==> src/rtl/mm_arb_pkg.sv <==
// Shared types and helpers for the memory-mapped round-robin arbiter.
package mm_arb_pkg;

  typedef enum logic {IDLE, GRANTED} state_t;

  localparam int MAX_MASTERS = 8;

  function automatic int id_width(input int n);
    return (n > 1) ? $clog2(n) : 1;
  endfunction

  typedef logic [id_width(MAX_MASTERS)-1:0] master_id_t;

endpackage

==> src/rtl/mm_arb_id_fifo.sv <==
// Small FIFO of master ids for reads accepted by the slave but not yet answered.
// Registered count; head_id is only meaningful while not empty.
module mm_arb_id_fifo
  import mm_arb_pkg::*;
#(
  parameter int DEPTH = 4,
  parameter int W     = 2
) (
  input  logic                       clk,
  input  logic                       reset_n,
  input  logic                       push,
  input  logic [W-1:0]               push_id,
  input  logic                       pop,
  output logic [W-1:0]               head_id,
  output logic [$clog2(DEPTH+1)-1:0] count,
  output logic                       full,
  output logic                       empty
);

  localparam int PTR_W = id_width(DEPTH);
  localparam int CNT_W = $clog2(DEPTH + 1);

  logic [W-1:0]     mem [DEPTH];
  logic [PTR_W-1:0] wr_ptr;
  logic [PTR_W-1:0] rd_ptr;

  function automatic logic [PTR_W-1:0] wrap_inc(input logic [PTR_W-1:0] p);
    return (p == PTR_W'(DEPTH - 1)) ? '0 : p + 1'b1;
  endfunction

  always_ff @(posedge clk or negedge reset_n) begin
    if (!reset_n) begin
      wr_ptr <= '0;
      rd_ptr <= '0;
      count  <= '0;
    end else begin
      if (push) wr_ptr <= wrap_inc(wr_ptr);
      if (pop)  rd_ptr <= wrap_inc(rd_ptr);
      if (push && !pop)      count <= count + 1'b1;
      else if (pop && !push) count <= count - 1'b1;
    end
  end

  always_ff @(posedge clk) begin
    if (push) mem[wr_ptr] <= push_id;
  end

  assign head_id = mem[rd_ptr];
  assign full    = (count == CNT_W'(DEPTH));
  assign empty   = (count == '0);

endmodule

==> src/rtl/mm_rr_arbiter.sv <==
// Round-robin arbiter sharing one Avalon-style slave among N masters; one command
// per two cycles, read responses routed back in issue order through an id FIFO.
module mm_rr_arbiter
  import mm_arb_pkg::*;
#(
  parameter int N_MASTERS       = 4,
  parameter int ADDR_W          = 16,
  parameter int DATA_W          = 32,
  parameter int MAX_OUTSTANDING = 4
) (
  input  logic                          clk,
  input  logic                          reset_n,
  input  logic [N_MASTERS-1:0]          m_read,
  input  logic [N_MASTERS-1:0]          m_write,
  input  logic [N_MASTERS*ADDR_W-1:0]   m_address,
  input  logic [N_MASTERS*DATA_W-1:0]   m_writedata,
  output logic [N_MASTERS-1:0]          m_waitrequest,
  output logic [DATA_W-1:0]             m_readdata,
  output logic [N_MASTERS-1:0]          m_readdatavalid,
  output logic                          s_read,
  output logic                          s_write,
  output logic [ADDR_W-1:0]             s_address,
  output logic [DATA_W-1:0]             s_writedata,
  input  logic                          s_waitrequest,
  input  logic [DATA_W-1:0]             s_readdata,
  input  logic                          s_readdatavalid,
  output logic                          err_unexpected_rsp
);

  localparam int ID_W  = id_width(N_MASTERS);
  localparam int CNT_W = $clog2(MAX_OUTSTANDING + 1);

  state_t               state;
  logic [ID_W-1:0]      gnt_id;
  logic [ID_W-1:0]      rr_ptr;
  logic [ID_W-1:0]      pick_id;
  logic                 pick_vld;
  logic [N_MASTERS-1:0] eligible;
  logic                 gnt_req;
  logic                 accept;
  logic                 push;
  logic                 pop;
  logic [ID_W-1:0]      head_id;
  logic [CNT_W-1:0]     fifo_count;
  logic                 fifo_full;
  logic                 fifo_empty;

  // Read mask looks at the registered count only: a pop this cycle does not unmask.
  assign eligible = m_write | (m_read & {N_MASTERS{fifo_count != CNT_W'(MAX_OUTSTANDING)}});

  always_comb begin
    logic [ID_W-1:0] idx;
    pick_vld = 1'b0;
    pick_id  = '0;
    idx      = '0;
    for (int k = N_MASTERS - 1; k >= 0; k--) begin
      idx = ID_W'((int'(rr_ptr) + k) % N_MASTERS);
      if (eligible[idx]) begin
        pick_vld = 1'b1;
        pick_id  = idx;
      end
    end
  end

  always_comb begin
    s_read        = 1'b0;
    s_write       = 1'b0;
    s_address     = '0;
    s_writedata   = '0;
    m_waitrequest = '1;
    gnt_req       = 1'b0;
    if (state == GRANTED) begin
      gnt_req       = m_read[gnt_id] | m_write[gnt_id];
      s_write       = m_write[gnt_id];
      s_read        = m_read[gnt_id] & ~m_write[gnt_id];
      s_address     = m_address[int'(gnt_id)*ADDR_W +: ADDR_W];
      s_writedata   = m_writedata[int'(gnt_id)*DATA_W +: DATA_W];
      m_waitrequest[gnt_id] = s_waitrequest;
    end
  end

  assign accept = (s_read | s_write) & ~s_waitrequest;
  assign push   = accept & s_read & ~fifo_full;
  assign pop    = s_readdatavalid & ~fifo_empty;

  always_ff @(posedge clk or negedge reset_n) begin
    if (!reset_n) begin
      state              <= IDLE;
      gnt_id             <= '0;
      rr_ptr             <= '0;
      err_unexpected_rsp <= 1'b0;
    end else begin
      if (s_readdatavalid && fifo_empty) err_unexpected_rsp <= 1'b1;
      case (state)
        IDLE: begin
          if (pick_vld) begin
            gnt_id <= pick_id;
            state  <= GRANTED;
          end
        end
        GRANTED: begin
          if (accept) begin
            rr_ptr <= (gnt_id == ID_W'(N_MASTERS - 1)) ? '0 : gnt_id + 1'b1;
            state  <= IDLE;
          end else if (!gnt_req) begin
            state <= IDLE;
          end
        end
        default: state <= IDLE;
      endcase
    end
  end

  mm_arb_id_fifo #(
    .DEPTH (MAX_OUTSTANDING),
    .W     (ID_W)
  ) u_id_fifo (
    .clk     (clk),
    .reset_n (reset_n),
    .push    (push),
    .push_id (gnt_id),
    .pop     (pop),
    .head_id (head_id),
    .count   (fifo_count),
    .full    (fifo_full),
    .empty   (fifo_empty)
  );

  always_comb begin
    m_readdatavalid = '0;
    if (pop) m_readdatavalid[head_id] = 1'b1;
  end

  assign m_readdata = s_readdata;

endmodule

==> config.mk <==
export PLATFORM = sky130hd
export DESIGN_NAME = mm_rr_arbiter
export DESIGN_NICKNAME = d
export VERILOG_FILES = /design/src/rtl/mm_arb_pkg.sv /design/src/rtl/mm_arb_id_fifo.sv /design/src/rtl/mm_rr_arbiter.sv
export SDC_FILE = /design/constraint.sdc
export NUM_CORES = 1
export LEC_CHECK = 0
export BUFFER_PORTS_ARGS = -buffer_cell sky130_fd_sc_hd__buf_2
export CORE_AREA = 10 10 118 120
export CTS_CLUSTER_SIZE = 12
export DETAILED_ROUTE_END_ITERATION = 8
export DIE_AREA = 0 0 128 130
export GPL_ROUTABILITY_DRIVEN = 1
export PLACE_DENSITY_LB_ADDON = 0.08
export SYNTH_ARGS = -nofsm -noshare
export SYNTH_HDL_FRONTEND = slang
export SYNTH_SLANG_ARGS = --single-unit
==> constraint.sdc <==
create_clock -name clk -period 3.3 [get_ports clk]
set_input_delay 0.495 -clock clk [delete_from_list [all_inputs] [get_ports clk]]
set_output_delay 0.495 -clock clk [all_outputs]
set_load 0.05 [all_outputs]
# Word level (Yosys, flattened, before mapping)
# Memory sizes are Yosys's and may differ from the RTL's.
# Cells that the tools add are included.
# totals
ff_bits	13
ramBits	8
input_bits	236
out_inout_bits	91
word_cells	100
memories	1
# mem_list
name	words	word_bits	read_ports	rd_clocked_by_memory_dff	write_ports	line_no	text
u_id_fifo.mem	4	2	1	0	1	mm_arb_id_fifo.sv:23	logic [W-1:0] mem [DEPTH];
# op_classes
add_sub_neg	8
n_lt_le_gt_ge	8
eq_ne	5
n_shift	2
n_mux	42
n_bitwise	16
reduce_logical	11
# op_table
cell	count
variable part select 128 x 8 -> 32 bit	1
variable part select 64 x 7 -> 16 bit	1
2-to-1 mux 32 bit	1
2-to-1 mux 1 bit	20
< comparator 2 x 3 -> 1 bit (second input constant)	6
2-to-1 mux 16 bit	1
2-to-1 mux 2 bit	7
binary-select mux 1 bit (select 2 bit)	6
adder 2 x 1 -> 2 bit (second input constant)	4
2-to-1 mux 4 bit	2
bitwise OR 4 bit	2
equality test 2 bit (second input constant)	3
2-to-1 mux 3 bit	2
bitwise AND 1 bit	5
logical AND 1 bit	5
inverter 1 bit	5
adder 2 bit (second input constant)	2
bitwise AND 4 bit	1
demux 1 bit (select 2 bit)	2
>= comparator 2 x 1 -> 1 bit (second input constant)	2
inverter 4 bit	1
AND reduction 2 bit	2
adder 3 x 1 -> 3 bit (second input constant)	1
equality test 3 bit (second input constant)	1
7 further kinds	9

# Longest topological paths before layout
# logic_depth
ltp_word	13
mapped_depth	10
depth_no_buf	9

# By module
# From an unflattened synthesis, not the netlist that was laid out.
# unflattened
cells_unflattened	250
hier_area_um2	2961.6
# modules_own_cells
module	instances	cells_per_inst	area_per_inst_um2	seq_area_each_um2
mm_rr_arbiter	1	203	2255.9	150.1
mm_arb_id_fifo	1	47	705.7	415.4

# Worst setup path after synthesis
# No wires, ideal clock.
# synth_timing
path_type	register -> output
startpoint	reg u_id_fifo.rd_ptr[0]
endpoint	out m_readdatavalid[0]
arrival_time_ns	2.070
setup_slack_ns	0.735
stages_incl_launch_ff	3
n_path_buf	0
cell_sequence	dfrtp_1 > mux4_2 > nor3_1
# synth_via
elab_chain_cells	6
elab_cells_between_ends	7
classes_between	2 x order compare; 3 x mux; 1 x reduce/logical; 1 x memory
# synth_rtl
item	line_no	text
from (decl)	mm_arb_id_fifo.sv:25	logic [PTR_W-1:0] rd_ptr;
from (signal assigned)	mm_arb_id_fifo.sv:38	if (pop) rd_ptr <= wrap_inc(rd_ptr);
memory (4 x 2 bit) *	n/a	
< comparator 2 x 3 -> 1 bit (not written as such) / >= comparator 2 x 1 -> 1 bit (equally long branches)	mm_rr_arbiter.sv:131	if (pop) m_readdatavalid[head_id] = 1'b1;
logical AND 1 bit (not written as such)	mm_rr_arbiter.sv:131	
2-to-1 mux 1 bit (not written as such)	mm_rr_arbiter.sv:131	
demux 1 bit (select 2 bit) *	mm_rr_arbiter.sv:131	
2-to-1 mux 4 bit *	mm_rr_arbiter.sv:131	
to (decl)	mm_rr_arbiter.sv:19	output logic [N_MASTERS-1:0] m_readdatavalid,
# Mark *: on every way between the ends. The rest lies on a longest branch, timed or not.

# Final worst setup path
# layout_timing
startpoint	reg gnt_id[1]
endpoint	out s_writedata[15]
# layout_via
elab_chain_cells	2
# layout_rtl
item	line_no	text
from (decl)	mm_rr_arbiter.sv:34	logic [ID_W-1:0] gnt_id;
from (signal assigned)	mm_rr_arbiter.sv:97	gnt_id <= pick_id;
variable part select 128 x 8 -> 32 bit	mm_rr_arbiter.sv:77	s_writedata = m_writedata[int'(gnt_id)*DATA_W +: DATA_W];
2-to-1 mux 32 bit	mm_rr_arbiter.sv:72	if (state == GRANTED) begin
to (decl)	mm_rr_arbiter.sv:23	output logic [DATA_W-1:0] s_writedata,
# Every way passes these cells.

==> key figures <==
Floorplanning
  • Die height: 130 µm
  • Core area: 0.0117 mm²
  • Die area: 0.0166 mm²
  • Starting Density: 25.1%
  • Top-level I/O count: 327
  • Die Span X: 128 µm
  • FP Rows: 40

Synth
  • EDFF count, synth: 8
  • Net Count, Synth: 504
  • Yosys cell types: 38
  • Synth warnings: 0
  • Post-synth ARST share: 61.9%
  • Synth Instances: 257
  • Synthesized area per cell: 11.4 µm²
  • Synth Register Bits: 21
  • Post-Syn Area: 0.00294 mm²
  • Seq/Total Area, Yosys: 19.3%
  • Ys flop type: dfrtp_1

Drt
  • Total number of vias: 2,975
  • Final wirelength: 13,000 µm
  • DR iter-0 viols: 90
  • # DRC: 0
  • Post-DRT Antenna Nets: 0
  • Pre-Repair DR Iteration Count: 4
  • DR vias/cell: 4.78
  • Wire length per cell: 20.9 µm

Power
  • Static leakage: 2.04 nW
  • Peak supply drop: 571 µV
  • Pwr/cell area: 999 mW/mm²

CTS
  • CTS Hold Bufs: 0
  • Worst-path clk slew: 0.06 ns
  • Clock sinks: 21
  • Post-CTS Resized: 0
  • CTS HTree Levels: 1
  • Post-CTS Setup Bufs: 0
  • Root buf cell: clkbuf_16
  • CTS tree: built
  • Worst skew pair latency: 0.25 ns
  • Max Root-Sink Buffers: 2
  • TritonCTS Buffers: 3

Critical path
  • Max Fanout on Critical Path: 41
  • CP required: 2.80 ns
  • R2R Path End: u_id_fifo.count[2]$_DFFE_PN0P_
  • Worst setup SP type: flop
  • Crit. End Element: output port
  • Critical Path AT: 2.26 ns
  • R2R depth: 8
  • FF-to-FF setup slack: 0.66 ns
  • Critical path class: flop to output port
  • Reg-to-reg startpoint: gnt_id[0]$_DFFE_PN0P_

GRT
  • GRT Util Overall: 14.5%
  • Largest net degree at the start of global routing: 53
  • Remaining global-route overflow: 0
  • First-pass GRT wire length: 19,100 µm
  • Number of global-route vias before repair: 3,382
  • Initial antenna violation count: 0

Timing
  • Max Clock Freq: 363 MHz
  • Period utilisation layout: 83.5%
  • Final worst slack: 0.545 ns
  • Tmin final: 2.75 ns
  • Setup TNS: 0 ns
  • RSZ-0062 raised after global routing: no
  • Setup violators final: 0
  • Clock skew: 0.00279 ns
  • Hold Vio Cnt, Final: 0
  • Least-Margin Pin Slew: 0.571 ns
  • Rel. slew slack: 61.9%
  • Slew Viols, Final: 0

Placement
  • Post-place setup slack: 0.642 ns
  • Hpwl dp: 11,400 µm
  • Port Buf Inserts: 262
  • Routability congestion estimate: 0.876

Layout
  • Commonest non-fill, non-tap cell in the layout: buf_2
  • Ant. Diodes: 0
  • Most frequent cells in the layout: 262 x buf_2, 53 x and2_1, 52 x mux4_2, 13 x nand2_1, 11 x dfrtp_1
  • Nets: 723
  • Layout area overhead: 44.0%
  • # fillers: 1,242
  • Reg area: 571 µm²
  • Share of cells above drive strength 1: 69.7%
  • Footprint of the multi-input gates: 0.00202 mm²

Flow run
  • Max Cap Violations: 0

Min path
  • Worst hold path type: input port to asynchronous set/reset pin

Outcome
  • Status: finished clean
worst max-delay path by stage:
stage	slack [ns]	endpoint	startpoint
2_1_floorplan	0.73	m_readdatavalid[0]	u_id_fifo.rd_ptr[0]$_DFFE_PN0P_
4_1_cts	0.52	s_writedata[8]	gnt_id[1]$_DFFE_PN0P_
3_5_place_dp	0.64	u_id_fifo.count[2]$_DFFE_PN0P_	gnt_id[0]$_DFFE_PN0P_
6_report	0.55	s_writedata[15]	gnt_id[1]$_DFFE_PN0P_
5_1_grt	0.38	u_id_fifo.count[2]$_DFFE_PN0P_	gnt_id[0]$_DFFE_PN0P_
3_3_place_gp	0.66	u_id_fifo.count[2]$_DFFE_PN0P_	gnt_id[0]$_DFFE_PN0P_
report_power, final:
part	internal [W]	switching [W]	leakage [nW]	total, W
logic	0.00121	0.00221	1.78	0.00342
registers	0.000380	0.000164	0.224	0.000545
clock network	0.000164	0.0000969	0.0371	0.000261
cells by family (layout without fill, tap and decap cells):
group	after synthesis	count (layout)	share of synthesized area, %
fa+ha+maj	11	11	4.94
simple gates	85	85	16.3
flops	21	21	19.3
mux	55	55	41.0
xor+xnor	3	3	0.895
compound gates	23	23	5.45
buf+inv	59	277	12.1
final cells by class:
class / instances / share of cell area, %
clock buffer: 3 / 1.78
clock inverter: 1 / 0.178
inverter: 8 / 0.710
multi-input combinational: 177 / 47.7
sequential: 21 / 13.5
tap: 147 / 4.35
timing repair buffer: 265 / 31.8
synth_stat cells, drive strengths merged (4+ instances only):
library cell / n / area, µm²
buf: 39 / 282
mux4: 52 / 1170
edfxtp: 8 / 240
dfrtp: 13 / 325
nand2: 13 / 48.8
ha: 10 / 125
nor3: 5 / 25.0
a21oi: 5 / 32.5
o21ai: 4 / 20.0
inv: 8 / 30.0
nor2: 7 / 28.8
and2: 53 / 332
clkbuf: 12 / 45.0
worst max-delay path: stages (launching register included):
cell and delay, ns:
dfrtp_2 0.65, buf_4 0.56, mux4_2 0.38, and2_1 0.16
buf_2 0.21
per-stage QoR:
| stage | hold slack, ns | power [W] | cell area (µm²) | util (%) | std cells |
|---|---|---|---|---|---|
| floorplan | 0.199 | 0.00331 | 2940 | - | 257 |
| global placement | 0.417 | 0.00402 | 4150 | 35.4 | 618 |
| detailed placement | 0.419 | 0.00404 | 4150 | 35.4 | 618 |
| CTS | 0.144 | 0.00431 | 4230 | 36.1 | 622 |
| global route | 0.154 | 0.00452 | 4230 | 36.1 | 622 |
| finish | 0.127 | 0.00422 | 4230 | 36.1 | 622 |
state kept, by name (all words and copies together) (netlist names):
register,count
u_id_fifo.wr_ptr,2
u_id_fifo.count,3
u_id_fifo.rd_ptr,2
state,1
err_unexpected_rsp,1
rr_ptr,2
gnt_id,2
u_id_fifo.mem,8
routing by layer:
| layer | wire [µm] | GRT usage (%) |
|---|---|---|
| met4 | 84 | 2.05 |
| met1 | 4520 | 15.4 |
| met5 | 0 | 0 |
| met2 | 6910 | 26.1 |
| met3 | 1490 | 6.98 |
Note: power is estimated with default switching activity, not from simulation.
